===== config.mk =====
export PLATFORM = sky130hd
export DESIGN_NAME = bus_arb2
export DESIGN_NICKNAME = d
export VERILOG_FILES = /design/src/rtl/bus_arb2.sv
export SDC_FILE = /design/constraint.sdc
export NUM_CORES = 1
export LEC_CHECK = 0
export CORE_AREA = 3 3 125 127
export CTS_CLUSTER_SIZE = 16
export DETAILED_ROUTE_END_ITERATION = 12
export DIE_AREA = 0 0 128 130
export GPL_ROUTABILITY_DRIVEN = 0
export GPL_TIMING_DRIVEN = 0
export SYNTH_ARGS = -nofsm -noshare
export SYNTH_HDL_FRONTEND = slang
export SYNTH_SLANG_ARGS = --single-unit

===== constraint.sdc =====
create_clock -name clk -period 5.05 [get_ports clk]
set_input_delay 0.505 -clock clk [delete_from_list [all_inputs] [get_ports clk]]
set_output_delay 0.505 -clock clk [all_outputs]
set_load 0.01 [all_outputs]

===== src/rtl/bus_arb2.sv =====
// Two-master / one-slave command arbiter with an in-order ID queue that
// steers each slave response back to the master that issued the command.
module bus_arb2 #(
   parameter int AW         = 32,
   parameter int DW         = 32,
   parameter int OUTS_DEPTH = 2,
   parameter int RR         = 1
) (
   input  logic            clk,
   input  logic            rst_n,
   input  logic            m0_cmd_valid,
   output logic            m0_cmd_ready,
   input  logic [AW-1:0]   m0_cmd_addr,
   input  logic [DW-1:0]   m0_cmd_wdata,
   input  logic [DW/8-1:0] m0_cmd_wmask,
   input  logic            m0_cmd_wen,
   output logic            m0_rsp_valid,
   input  logic            m0_rsp_ready,
   output logic [DW-1:0]   m0_rsp_rdata,
   output logic            m0_rsp_err,
   input  logic            m1_cmd_valid,
   output logic            m1_cmd_ready,
   input  logic [AW-1:0]   m1_cmd_addr,
   input  logic [DW-1:0]   m1_cmd_wdata,
   input  logic [DW/8-1:0] m1_cmd_wmask,
   input  logic            m1_cmd_wen,
   output logic            m1_rsp_valid,
   input  logic            m1_rsp_ready,
   output logic [DW-1:0]   m1_rsp_rdata,
   output logic            m1_rsp_err,
   output logic            s_cmd_valid,
   input  logic            s_cmd_ready,
   output logic [AW-1:0]   s_cmd_addr,
   output logic [DW-1:0]   s_cmd_wdata,
   output logic [DW/8-1:0] s_cmd_wmask,
   output logic            s_cmd_wen,
   input  logic            s_rsp_valid,
   output logic            s_rsp_ready,
   input  logic [DW-1:0]   s_rsp_rdata,
   input  logic            s_rsp_err
);

   localparam int PW = (OUTS_DEPTH > 1) ? $clog2(OUTS_DEPTH) : 1;
   localparam int CW = $clog2(OUTS_DEPTH + 1);
   localparam logic [PW-1:0] PTR_LAST = PW'(OUTS_DEPTH - 1);
   localparam logic [CW-1:0] CNT_FULL = CW'(OUTS_DEPTH);

   logic [CW-1:0]         cnt_q, cnt_d;
   logic [PW-1:0]         wptr_q, wptr_d;
   logic [PW-1:0]         rptr_q, rptr_d;
   logic [OUTS_DEPTH-1:0] queue_q, queue_d;
   logic                  last_q, last_d;
   logic                  lock_q, lock_d;
   logic                  lock_id_q, lock_id_d;

   logic full, empty, grant, head, push, pop;

   assign full  = (cnt_q == CNT_FULL);
   assign empty = (cnt_q == '0);

   always_comb begin
      grant = 1'b0;
      if (lock_q) begin
         grant = lock_id_q;
      end else if (m0_cmd_valid && !m1_cmd_valid) begin
         grant = 1'b0;
      end else if (m1_cmd_valid && !m0_cmd_valid) begin
         grant = 1'b1;
      end else if (m0_cmd_valid && m1_cmd_valid) begin
         grant = (RR != 0) ? !last_q : 1'b1;
      end
   end

   // Full blocks new commands outright; a same-cycle pop does not bypass it.
   assign s_cmd_valid  = (grant ? m1_cmd_valid : m0_cmd_valid) & !full;
   assign s_cmd_addr   = grant ? m1_cmd_addr  : m0_cmd_addr;
   assign s_cmd_wdata  = grant ? m1_cmd_wdata : m0_cmd_wdata;
   assign s_cmd_wmask  = grant ? m1_cmd_wmask : m0_cmd_wmask;
   assign s_cmd_wen    = grant ? m1_cmd_wen   : m0_cmd_wen;
   assign m0_cmd_ready = s_cmd_ready & !full & !grant;
   assign m1_cmd_ready = s_cmd_ready & !full & grant;

   assign head         = queue_q[rptr_q];
   assign m0_rsp_valid = s_rsp_valid & !empty & !head;
   assign m1_rsp_valid = s_rsp_valid & !empty & head;
   assign m0_rsp_rdata = s_rsp_rdata;
   assign m1_rsp_rdata = s_rsp_rdata;
   assign m0_rsp_err   = s_rsp_err;
   assign m1_rsp_err   = s_rsp_err;
   assign s_rsp_ready  = (head ? m1_rsp_ready : m0_rsp_ready) & !empty;

   assign push = s_cmd_valid & s_cmd_ready;
   assign pop  = s_rsp_valid & s_rsp_ready;

   generate
      for (genvar gi = 0; gi < OUTS_DEPTH; gi++) begin : g_queue
         localparam logic [PW-1:0] IDX = PW'(gi);
         always_comb begin
            queue_d[gi] = queue_q[gi];
            if (push && (wptr_q == IDX)) begin
               queue_d[gi] = grant;
            end
         end
      end
   endgenerate

   always_comb begin
      wptr_d    = wptr_q;
      rptr_d    = rptr_q;
      cnt_d     = cnt_q;
      last_d    = last_q;
      lock_d    = lock_q;
      lock_id_d = lock_id_q;
      if (push) begin
         wptr_d = (wptr_q == PTR_LAST) ? '0 : wptr_q + 1'b1;
         last_d = grant;
         lock_d = 1'b0;
      end else if (s_cmd_valid) begin
         // Stalled command: pin the grant until the slave takes it.
         lock_d    = 1'b1;
         lock_id_d = grant;
      end
      if (pop) begin
         rptr_d = (rptr_q == PTR_LAST) ? '0 : rptr_q + 1'b1;
      end
      case ({push, pop})
         2'b10:   cnt_d = cnt_q + 1'b1;
         2'b01:   cnt_d = cnt_q - 1'b1;
         default: cnt_d = cnt_q;
      endcase
   end

   always_ff @(posedge clk or negedge rst_n) begin
      if (!rst_n) begin
         cnt_q     <= '0;
         wptr_q    <= '0;
         rptr_q    <= '0;
         queue_q   <= '0;
         last_q    <= 1'b1;
         lock_q    <= 1'b0;
         lock_id_q <= 1'b0;
      end else begin
         cnt_q     <= cnt_d;
         wptr_q    <= wptr_d;
         rptr_q    <= rptr_d;
         queue_q   <= queue_d;
         last_q    <= last_d;
         lock_q    <= lock_d;
         lock_id_q <= lock_id_d;
      end
   end

endmodule

==> results of run 1 <==
-- cell families after synthesis --
family / after synthesis
AO/OA/AOI/OAI: 4
AND/OR/NAND/NOR: 26
multiplexers: 75
flip-flops: 9
adder cells (fa/ha/maj): 1
XOR/XNOR: 5
buffers and inverters: 75
-- layout by cell type (no fill, tap or decap), drive strengths merged --
cell / n
xor2: 3
nand2: 5
xnor2: 2
a21oi: 1
mux2i: 2
and2: 1
a2bb2oi: 1
a211oi: 1
nor2: 9
nor4: 2
nand2b: 2
inv: 1
nor3: 3
nor2b: 3
nand3: 1
dfrtp: 8
buf: 74
ha: 1
clkdlybuf4s50: 286
o21ai: 1
mux2: 73
clkbuf: 4
dfstp: 1
-- final cells by class --
cell class	instances	share of cell area, %
multi-input combinational	111	24.5
tap	184	4.28
buffer	74	12.2
timing repair buffer	286	53.3
inverter	1	0.0698
sequential	9	4.21
clock buffer	4	1.47
-- registers in the layout (all words and copies together) (netlist names) --
signal	count
cnt_q	2
last_q	1
lock_id_q	1
lock_q	1
queue_q	2
rptr_q	1
wptr_q	1
-- metal layers --
metal	part of all wire, %	global-route usage [%]
met1	40	14.5
met2	52	20.1
met3	7.0	1.92
met4	0.27	0.749
met5	0	0
-- power by group through the flow --
stage | Combinational, mW | Clock (mW) | Sequential, mW
4_1_cts | 1.66 | 0.140 | 0.148
5_1_grt | 1.73 | 0.144 | 0.154
2_1_floorplan | 0.964 | 0 | 0.138
3_3_place_gp | 1.64 | 0 | 0.145
3_5_place_dp | 1.65 | 0 | 0.147
6_report | 1.63 | 0.137 | 0.147
-- stage by stage --
stage,setup WS [ns],instances,power (mW),hold slack [ns],utilization (%)
global route,1.93,669,2.02,0.511,37.0
detailed placement,1.98,665,1.79,0.491,36.4
CTS,1.97,669,1.95,0.496,37.0
global placement,1.97,665,1.79,0.484,36.4
floorplan,3.10,195,1.10,0.209,-
finish,1.98,669,1.92,0.493,37.0
-- final timing paths --
path | from | endpoint | slack [ns] | cells past startpoint
worst min-delay path | wptr_q | wptr_q | 0.49 | 1
max in group asynchronous | rst_n | last_q | 4.16 | 1
min in group asynchronous | rst_n | cnt_q[1] | 0.57 | 1
worst max-delay path | m1_cmd_valid | s_cmd_wdata[31] | 1.98 | 8
worst min register to register | wptr_q | wptr_q | 0.49 | 1
worst max register to register | cnt_q[0] | cnt_q[1] | 3.25 | 7
==> impl_metrics.toml, run 1 <==
[grt]
overflow = 0
grt_max_degree = 11
grt_usage_pct = 11.1
grt_pass1_vias = 2503
grt_pass1_wl_um = 14600
antenna_found_initial = 0

[yosys]
syn-instance-count = 195
yosysMostFrequentCell = "mux2_4"
synth_nets = 375
synth-seq-cells = 9
synth_simple_gate_area_share_pct = 6.02
synth_edf_count = 0
synth.largest_area_cell = "mux2_4"
synthTopCellsByCount = "69 x mux2_4, 66 x buf_4, 9 x nor2_1, 8 x buf_12, 8 x dfrtp_1"
synth_mux_area_share_pct = 50.0
netlist_area_um2 = 2200
synthAdderAreaFrac_pct = 0.568
synth_top_area_share_pct = 47.0
synth_xor_area_share_pct = 1.99
synthTopCellsByArea = "mux2_4 47%, buf_4 23%, dfrtp_1 9.1%"
synth_top_family_by_area = "multiplexers"
synth_cell_types = 25
yosys_warnings = 0
synth_compound_gate_area_share_pct = 1.19
async_reset_ff_share_pct = 100
synthFlopType = "dfrtp_1"
syn_avg_cell_area_um2 = 11.3
ys_seq_area_share_pct = 10.3

[cts]
tritoncts = "built"
clockBufferDepth = 2
htree_levels = 1
cts.clk_slew.worst_paths_ns = 0.04
root_buffer = "clkbuf_16"
cts_buffers = 3
post_cts_buffers = 0
clock_latency_ns = 0.23
cts.sinks = 9
cts-resized-gates = 0
holdBufCountCts = 0

[pwr]
sequentialPowerShare_pct = 7.7
power_frac_comb_pct = 85.2
p_int_mw = 1.26
pwr_density_cell_nw_per_um2 = 357
p_leak_nw = 2.39
clkPwrFrac_pct = 7.2
p_sw_uw = 657
peakVddDrop_mv = 0.210
swShare_pct = 34.2

[placed_design]
placed_area_um2 = 5300
port_buffers = 286
hpwlAfterDp_um = 9630

[sta]
setup_viol = 0
tns_ns = 0
max_freq_mhz = 325
fin_crit_sh_pct = 60.8
finClkSkew_ns = 0.000945
rsz0062_at_grt = "no"
maxSlewViolCount = 0
worstMarginPinSlew_ns = 0.460
fin_crit_ns = 3.07
slew_headroom_pct = 69.2
hold_viol = 0

[routing]
num_vias = 2438
routedWlPerCell_um = 16.4
ant_nets = 0
drt_iter0_markers = 49
drc = 0
viasPerCell = 3.64
dr.pass1.iters = 4
routed_wl_um = 11000

[worst_hold_path]
hp-class = "flop to flop"

[cells_and_area]
multi_input_area_um2 = 1320
syn2layout_area_growth_pct = 144
final_cell_area_um2 = 5370
ff_latch_area_um2 = 226
fill_cells = 1450
antenna_cells = 0
drive_above_1_share_pct = 31.8
fin_nets = 666

[flow_run]
cap_violations = 0

[status]
status = "complete, no violations"

[die]
ioPinCount = 320
die_h_um = 130
dieWidth_um = 128
start_util_pct = 15.2
dieArea_um2 = 16600
rows = 44
core-area_um2 = 14500

[setup_path]
slowest_stage = "clkdlybuf4s50_1"
cp-start-kind = "input port"
crit_fanout = 10
setup.worst_path.end_class = "output pin"
cpPeakStageDelay_ns = 0.52
cp.required_ns = 4.55
cp_top_family = "buffers and inverters"
cp.buffers_inverters = 4
crit_type = "input port to output pin"
cp.arrival_ns = 2.57
cp_cell_sequence = "clkdlybuf4s50_1, nor2b_2, nand2_1, and2_4, buf_12, buf_12, mux2_4, clkdlybuf4s50_1"
Power figures use the tool's default switching activity.
==> run 2: changes to the inputs <==
--- a/config.mk
+++ b/config.mk
@@ -5,10 +5,10 @@
 export SDC_FILE = /design/constraint.sdc
 export NUM_CORES = 1
 export LEC_CHECK = 0
-export CORE_AREA = 3 3 125 127
+export CORE_AREA = 3 3 124 126
 export CTS_CLUSTER_SIZE = 16
 export DETAILED_ROUTE_END_ITERATION = 12
-export DIE_AREA = 0 0 128 130
+export DIE_AREA = 0 0 127 129
 export GPL_ROUTABILITY_DRIVEN = 0
 export GPL_TIMING_DRIVEN = 0
 export SYNTH_ARGS = -nofsm -noshare
==> constraint.sdc (replaced) <==
create_clock -name clk -period 2.5 [get_ports clk]
set_input_delay 0.25 -clock clk [delete_from_list [all_inputs] [get_ports clk]]
set_output_delay 0.25 -clock clk [all_outputs]
set_load 0.01 [all_outputs]
==> run 2 against run 1 <==
  * Sequential power rose by 100%
  * Sequential share of layout area is essentially flat
  * Flip-flop and latch count stayed put
  * Global-route usage rose by 1.2 points
  * First-iteration DRC count fell by 8.2%
  * Critical path depth stayed put
  * Total power increased by 92%
  * Clock power increased by 110%
  * Design area barely moved
  * Worst setup slack worse by 1.9 ns
  * Cell count stayed put
  * Largest cell class unchanged
  * Largest power group unchanged
==> impl_metrics.toml, run 2 (synthesis results as in run 1) <==
[status]
status = "complete, no violations"

[cts]
cts-resized-gates = 47
holdBufCountCts = 0
cts.sinks = 9
post_cts_buffers = 0
clock_latency_ns = 0.24
cts_buffers = 3
htree_levels = 1
clockBufferDepth = 2
tritoncts = "built"
cts.clk_slew.worst_paths_ns = 0.04
root_buffer = "clkbuf_16"

[sta]
whs_ns = 0.315
max_freq_mhz = 419
worstMarginPinSlew_ns = 0.487
finClkSkew_ns = 0.00198
rsz0062_at_grt = "no"
slew_headroom_pct = 67.3
maxSlewViolCount = 0
setup_viol = 0
setup_slack_ns = 0.113
fin_crit_sh_pct = 95.5
hold_viol = 0
fin_crit_ns = 2.39

[routing]
drt_iter0_markers = 45
viasPerCell = 3.65
routed_wl_um = 11500
drc = 0
dr.pass1.iters = 4
num_vias = 2441
ant_nets = 0
routedWlPerCell_um = 17.2

[setup_path]
rr_worst_depth = 7
setup.worst_path.end_class = "output pin"
crit_fanout = 10
reg2reg_slack_ns = 0.68
reg2reg_to = "cnt_q[1]"
cp.required_ns = 2.25
cp-start-kind = "input port"
cp.arrival_ns = 2.14
crit_type = "input port to output pin"
r2r_start = "cnt_q[0]"

[pwr]
p_total_mw = 3.67
peakVddDrop_mv = 0.382
pwr_density_cell_nw_per_um2 = 684
p_leak_nw = 2.66

[grt]
overflow = 0
grt_pass1_wl_um = 15700
grt_pass1_vias = 2648
grt_usage_pct = 12.4
grt_max_degree = 11
antenna_found_initial = 0

[cells_and_area]
fill_cells = 1447
drive_above_1_share_pct = 31.8
antenna_cells = 0
mostFrequentLayoutCells = "217 x clkdlybuf4s50_1, 69 x mux2_4, 66 x buf_4"
fin_nets = 666
mostFrequentLayoutCell = "clkdlybuf4s50_1"
reg_top3 = "cnt_q x2, queue_q x2"
syn2layout_area_growth_pct = 144

[die]
core-area_um2 = 14400
rows = 44
dieArea_um2 = 16400
dieWidth_um = 127
start_util_pct = 15.3
die_h_um = 129
ioPinCount = 320

[flow_run]
cap_violations = 0

[placed_design]
port_buffers = 286
hpwlAfterDp_um = 10300
place_ws_ns = -0.0920

[worst_hold_path]
hp-class = "input port to asynchronous set/reset pin"
## run 2: cell types whose count changed in the layout (fill, tap and decap cells not counted)
cell	previous run	this run
nor2b_4	0	1
dlymetal6s2s_1	0	22
nor2b_2	1	0
dlygate4sd2_1	0	47
clkdlybuf4s50_1	286	217
## run 2: worst max-delay path, stage by stage
cell	delay (ns)
clkdlybuf4s50_1	0.52
nor2b_4	0.17
nand2_1	0.07
and2_4	0.16
buf_12	0.15
buf_12	0.15
nor2_1	0.10
clkdlybuf4s50_1	0.56
## run 2: worst max-delay path by stage
stage                             from              end  slack (ns)  depth (start not counted)
after global placement    m1_cmd_valid  s_cmd_wdata[20]       -0.10                          8
after floorplan               cnt_q[0]         cnt_q[1]        0.89                          7
after CTS                 m1_cmd_valid   s_cmd_wmask[2]       0.003                          8
final                     m1_cmd_valid     m1_cmd_ready        0.11                          8
after global routing      m1_cmd_valid     m1_cmd_ready        0.06                          8
after detailed placement  m1_cmd_valid  s_cmd_wdata[20]       -0.09                          8
## run 2: final cells by class
cell class | instances | area (µm²) | share of cell area, %
multi-input cells | 111 | 1320 | 24.6
plain buffers | 74 | 656 | 12.2
flip-flops and latches | 9 | 226 | 4.21
repair buffers | 286 | 2860 | 53.2
clock buffers | 4 | 78.8 | 1.47
inverters | 1 | 3.75 | 0.0698
well taps | 184 | 230 | 4.28
## run 2: report_power, final
| part | switching, mW | internal (mW) |
|---|---|---|
| clock network | 0.0706 | 0.213 |
| logic | 1.19 | 1.91 |
| registers | 0.0743 | 0.225 |
| total | 1.33 | 2.34 |
## run 2: layer usage
layer	part of all wire, %	track usage (%)	vias to the layer above	routed length (µm)
met5	0	0	-	0
met4	0.23	1.14	0	27
met3	8.8	3.57	3	1020
met2	55	23.5	129	6280
met1	36	14.2	1126	4170
li1	-	-	1183	-
## run 2: through the flow
step | TNS (ns) | cell area [µm²] | util (%) | instances
2_1_floorplan | 0 | 2200 | - | 195
3_3_place_gp | -1.26 | 5300 | 36.7 | 665
3_5_place_dp | -0.839 | 5300 | 36.7 | 665
4_1_cts | 0 | 5320 | 36.8 | 669
5_1_grt | 0 | 5380 | 37.3 | 669
6_report | 0 | 5380 | 37.3 | 669
==> run 3: changes to the inputs <==
==> constraint.sdc (replaced) <==
create_clock -name clk -period 1.9 [get_ports clk]
set_input_delay 0.19 -clock clk [delete_from_list [all_inputs] [get_ports clk]]
set_output_delay 0.19 -clock clk [all_outputs]
set_load 0.01 [all_outputs]
==> run 3 against run 2 <==
  * The flow now finishes with violations (negative setup slack)
  * Clock power increased by 32%
  * Via count increased by 2.4%
  * Combinational power increased by 65%
  * Register-to-register slack got worse by 0.66 ns
  * Wire length increased by 3.2%
  * Cell count increased by 2.1%
  * Clock skew about the same
  * Worst hold slack got worse by 0.060 ns
  * Critical endpoint is now s_cmd_addr[22]
  * Largest cell class unchanged
  * Highest routed layer unchanged
==> impl_metrics.toml, run 3 (synthesis results as in run 1) <==
[sta]
fin_crit_sh_pct = 107
fin_crit_ns = 2.04
rsz0062_at_grt = "yes"
max_freq_mhz = 490
slew_headroom_pct = 60.3
setup_slack_ns = -0.140
whs_ns = 0.255
finClkSkew_ns = 0.00160
setup_viol = 69
worstMarginPinSlew_ns = 0.591
maxSlewViolCount = 0
hold_viol = 0

[cts]
root_buffer = "clkbuf_16"
clockBufferDepth = 2
cts_buffers = 3
clock_latency_ns = 0.24
htree_levels = 1
tritoncts = "built"
cts.clk_slew.worst_paths_ns = 0.04
cts.sinks = 9

[routing]
viasPerCell = 3.66
num_vias = 2500
routedWlPerCell_um = 17.4
drt_iter0_markers = 49
dr.pass1.iters = 4
drc = 0
routed_wl_um = 11900
ant_nets = 0

[pwr]
pwr_density_cell_nw_per_um2 = 1030
peakVddDrop_mv = 0.534
p_leak_nw = 2.69

[cells_and_area]
antenna_cells = 0
multi_input_area_um2 = 1360
utilization_pct = 39.7
fill_cells = 1406
ff_latch_area_um2 = 228
mostFrequentLayoutCells = "212 x clkdlybuf4s50_1, 70 x buf_6, 69 x mux2_4, 69 x buf_4, 10 x clkbuf_16"
reg_top3 = "cnt_q x2, queue_q x2"
fin_nets = 680
syn2layout_area_growth_pct = 160
fin_cells = 683
drive_above_1_share_pct = 49.1
mostFrequentLayoutCell = "clkdlybuf4s50_1"

[setup_path]
cp.arrival_ns = 1.85
crit_fanout = 5
reg2reg_to = "cnt_q[1]"
cpPeakStageDelay_ns = 0.44
cp_cell_sequence = "nor2b_4, nand2_2, and2_4, buf_12, buf_12, buf_6, mux2_4, buf_6"
rr_worst_depth = 8
setup.worst_path.end_class = "output pin"
reg2reg_slack_ns = 0.02
r2r_start = "lock_q"
cp.required_ns = 1.71
cp-start-kind = "flop"
slowest_stage = "dfrtp_2"
crit_type = "flop to output pin"

[grt]
grt_busiest_layer = "met2"
grt_pass1_wl_um = 15900
antenna_found_initial = 0
grt_pass1_vias = 2672
grt_usage_pct = 12.5
overflow = 0
grt_use_met2_pct = 23.8
met3_usage_pct = 3.61
grt_max_degree = 11
grtUsageMet1_pct = 14.3

[placed_design]
port_buffers = 286
place_ws_ns = -0.572
hpwlAfterDp_um = 10300
dp_cells = 665

[die]
dieArea_um2 = 16400
core-area_um2 = 14400
start_util_pct = 15.3
die_h_um = 129
rows = 44
ioPinCount = 320
dieWidth_um = 127

[flow_run]
cap_violations = 0

[status]
status = "finished with violations"
violations = "negative setup slack"

[worst_hold_path]
hp-class = "input port to asynchronous set/reset pin"
run 3: layout make-up:
class                           instances  area share, %
Timing Repair Buffer                  300           55.3
Multi-Input combinational cell        111           23.8
Buffer                                 74           11.5
Tap cell                              184           4.02
Sequential cell                         9           3.98
Clock buffer                            4           1.38
Inverter                                1         0.0656
run 3: power breakdown:
| part | total, mW | switching (mW) | internal (mW) |
|---|---|---|---|
| sequential | 0.413 | 0.115 | 0.298 |
| combinational | 5.10 | 1.80 | 3.30 |
| clock | 0.374 | 0.0931 | 0.281 |
run 3: per-layer routing:
layer,vias to the layer above,routed length [µm]
li1,1214,-
met1,1156,4300
met2,127,6540
met3,3,987
met4,0,34
met5,-,0
run 3: what timing repair did:
| item | in CTS | in global routing |
|---|---|---|
| gates resized for setup | 333 | 53 |
| cloned | 0 | 7 |
| setup buffers | 3 | 4 |
| setup endpoints to repair | 74 | 73 |
| hold buffers | 0 | 0 |
| pin swaps | 0 | 1 |
run 3: worst max-delay path by stage:
stage	from	end	slack, ns
6_report	lock_q	s_cmd_addr[22]	-0.14
5_1_grt	lock_q	s_cmd_addr[22]	-0.18
4_1_cts	last_q	s_cmd_wen	-0.22
3_5_place_dp	m1_cmd_valid	s_cmd_wdata[20]	-0.57
3_3_place_gp	m1_cmd_valid	s_cmd_wdata[20]	-0.58
2_1_floorplan	cnt_q[0]	cnt_q[1]	0.29
run 3: critical path: cells and delay by family (launching register included):
family | cells | cell delay (ns)
buf+inv | 4 | 0.51
flops | 1 | 0.44
simple gates | 3 | 0.37
mux | 1 | 0.29
run 3: through the flow:
step           cell area (µm²)  total power, mW  setup TNS, ns
6_report                  5720             5.89          -6.79
5_1_grt                   5720             6.20         -10.43
4_1_cts                   5360             5.21          -7.27
3_5_place_dp              5300             4.80         -34.21
3_3_place_gp              5300             4.78         -34.81
2_1_floorplan             2200             2.93              0
==> RTL edit (flow settings as in run 2) <==
Change the parameter `OUTS_DEPTH` from 2 to 4.
--- a/src/rtl/bus_arb2.sv
+++ b/src/rtl/bus_arb2.sv
@@ -3,7 +3,7 @@
 module bus_arb2 #(
    parameter int AW         = 32,
    parameter int DW         = 32,
-   parameter int OUTS_DEPTH = 2,
+   parameter int OUTS_DEPTH = 4,
    parameter int RR         = 1
 ) (
    input  logic            clk,
Check against the original RTL: not equivalent (a bounded check fails within 4 cycles, from zero or initial values and one cycle with rst_n low).
==> RTL edit against run 2 <==
Final area rose by 2.7%. Critical endpoint is now s_cmd_addr[10]. Worst setup slack worse by 0.030 ns. Sequential cell count up 5. Wire length is 1.9% higher. Power increased by 36%. Final cell count increased by 26%. Highest routed layer unchanged. Area after synthesis down 1.4%. Sequential power rose by 58%.
==> RTL edit: results (changes against run 2) <==
OUTCOME='finished, final reports clean'
CLOCK.FMAX_MHz=414  # -1.3%
DRTPASS1ITERATIONS=4  # unchanged
YOSYSSEQAREASHARE_PCT=16.2  # +5.9 points
MAPPEDNETLISTNETS=553  # +47%
NETS=847  # +27%
FILLERINSTANCES=1512  # +4.5%
VIA_COUNT_OF_THE_FIRST_GLOBAL_ROUTING_PASS=2852  # +7.7%
CELLLEAKAGEPOWER_nW=2.79  # +5.1%
NUMBER_OF_ANTENNA_VIOLATIONS_AT_THE_FIRST_CHECK_IN_GLOBAL_ROUTING=0  # unchanged
SYN_INST=367  # +88%
PLACED_AREA_UM2=5270  # -0.57%
WORSTREG2REGEND='cnt_q[2]$_DFFE_PN0P_'
ROUTED-VIA-COUNT=3100  # +27%
GR-USAGE-ALL-LAYERS_PCT=12.5  # +0.099 points
CTS-BUFFERS-INSERTED=3  # unchanged
STARTING_DRT_DRC_COUNT=66  # +47%
WIRE_LENGTH_OF_THE_FIRST_GLOBAL_ROUTING_PASS_UM=16200  # +2.9%
R2R.WORST_PATH.CELLS=9  # +2
SYNTHTOPCELLSBYAREA='sky130_fd_sc_hd__nand2_1 (36%), sky130_fd_sc_hd__buf_4 (23%), sky130_fd_sc_hd__dfrtp_1 (15%)'
SLOWEST_DELAY_NS=0.55
IR_DROP_mV=0.487  # +28%
HPWL_AFTER_DETAILED_PLACEMENT_UM=9960  # -3.2%
POST-PLACE-CELLS=837  # +26%
ROUTEDWLPERCELL_UM=13.9  # -19%
SYNTH_COMMONEST_CELLS='sky130_fd_sc_hd__nand2_1 (210), sky130_fd_sc_hd__buf_4 (66), sky130_fd_sc_hd__clkbuf_1 (13), sky130_fd_sc_hd__dfrtp_1 (13), sky130_fd_sc_hd__nor2_1 (10)'
CLK_ROOT_BUFFER_CELL='sky130_fd_sc_hd__clkbuf_16'
WORST_HOLD_PATH_TYPE='in -> async'
WORST_CLOCK_SKEW_NS=0.00116  # -0.000821 ns
MULTIINPUTGATEAREA_UM2=1250  # -5.1%
FINAL_LAYOUT_SIZE_SUFFIX_GT1_SHARE_PCT=14.2  # -18 points
TOTALWIRELENGTH_UM=11700  # +1.9%
REG.LARGEST.LIST='queue_q (4), cnt_q (3)'
CRITPATHLAUNCH='m0_cmd_valid'
ENDPOINT='s_cmd_addr[10]'
SYNTHFLOPTYPE='sky130_fd_sc_hd__dfrtp_1'
R2R_SETUP_SLACK_NS=0.09  # -0.59 ns
PLACE_WS_NS=-0.752  # -0.660 ns
YOSYS.CELL_TYPES.COUNT=31  # +24%
TIGHTEST_SLEW_NS=0.643  # +0.156 ns
GRT_START_MAX_NET_PINS=15  # +4
-- RTL edit: cell types whose count changed in the layout (fill, tap and decap cells not counted), sizes merged, moves of 3 or more --
cell and delta:
dlygate4sd2 -44, clkbuf +9, mux2 -69, inv +4, o21a +3, clkdlybuf4s50 +45
buf +4, dfrtp +5, nand2 +205, ha +5, a32o +4, nand3 +3
-- RTL edit: cell type report --
type / count / share of cell area (%)
inverters: 5 / 0.340
repair buffers: 290 / 53.3
well taps: 184 / 4.17
multi-input cells: 264 / 22.7
flip-flops and latches: 14 / 6.37
plain buffers: 83 / 11.5
clock buffers: 4 / 1.61
-- RTL edit: layer usage --
layer / vias up / global-route usage [%] / wire (um)
li1: 1653 / - / -
met1: 1306 / 15.4 / 4720
met2: 137 / 22.6 / 6090
met3: 4 / 3.03 / 863
met4: 0 / 1.45 / 42
met5: - / 0 / 0
-- RTL edit: cell families (layout without fill, tap and decap cells) --
kind of cell	Yosys count	count (layout)	synth area share [%]
XOR/XNOR	3	3	1.21
AO/OA/AOI/OAI	14	14	5.24
buffers and inverters	89	382	27.1
flip-flops	14	14	16.2
multiplexers	8	8	4.49
AND/OR/NAND/NOR	232	232	41.4
adder cells (fa/ha/maj)	7	7	4.38
-- RTL edit: worst min path at each step --
| stage | end | slack, ns | cells after the start |
|---|---|---|---|
| 6_report | rptr_q[1]$_DFFE_PN0P_ | 0.41 | 1 |
| 5_1_grt | rptr_q[1]$_DFFE_PN0P_ | 0.48 | 1 |
| 4_1_cts | rptr_q[1]$_DFFE_PN0P_ | 0.43 | 1 |
| 3_5_place_dp | queue_q[3]$_DFFE_PN0P_ | 0.48 | 1 |
| 3_3_place_gp | queue_q[3]$_DFFE_PN0P_ | 0.48 | 1 |
| 2_1_floorplan | cnt_q[0]$_DFFE_PN0P_ | -0.05 | 0 |
-- RTL edit: what timing repair did --
item / in CTS / in global routing
pin swaps: 1 / 1
hold buffers: 0 / 0
resized for setup: 28 / 33
buffers inserted: 3 / 1
endpoints found under the setup margin: 73 / 68
-- RTL edit: worst reg2reg max path: stages (launching register included) --
cell                      delay, ns
sky130_fd_sc_hd__dfrtp_1       0.43
sky130_fd_sc_hd__or3b_1        0.43
sky130_fd_sc_hd__and3_1        0.20
sky130_fd_sc_hd__o21ai_1       0.20
sky130_fd_sc_hd__ha_1          0.24
sky130_fd_sc_hd__inv_1         0.06
sky130_fd_sc_hd__fa_1          0.37
sky130_fd_sc_hd__xor2_1        0.15
sky130_fd_sc_hd__nor2_1        0.11
sky130_fd_sc_hd__xor2_1        0.14
-- RTL edit: report_power, final --
part           internal [W]  switching, W  total, W
clock network      0.000243     0.0000951  0.000338
logic               0.00221       0.00196   0.00417
registers          0.000355      0.000116  0.000471
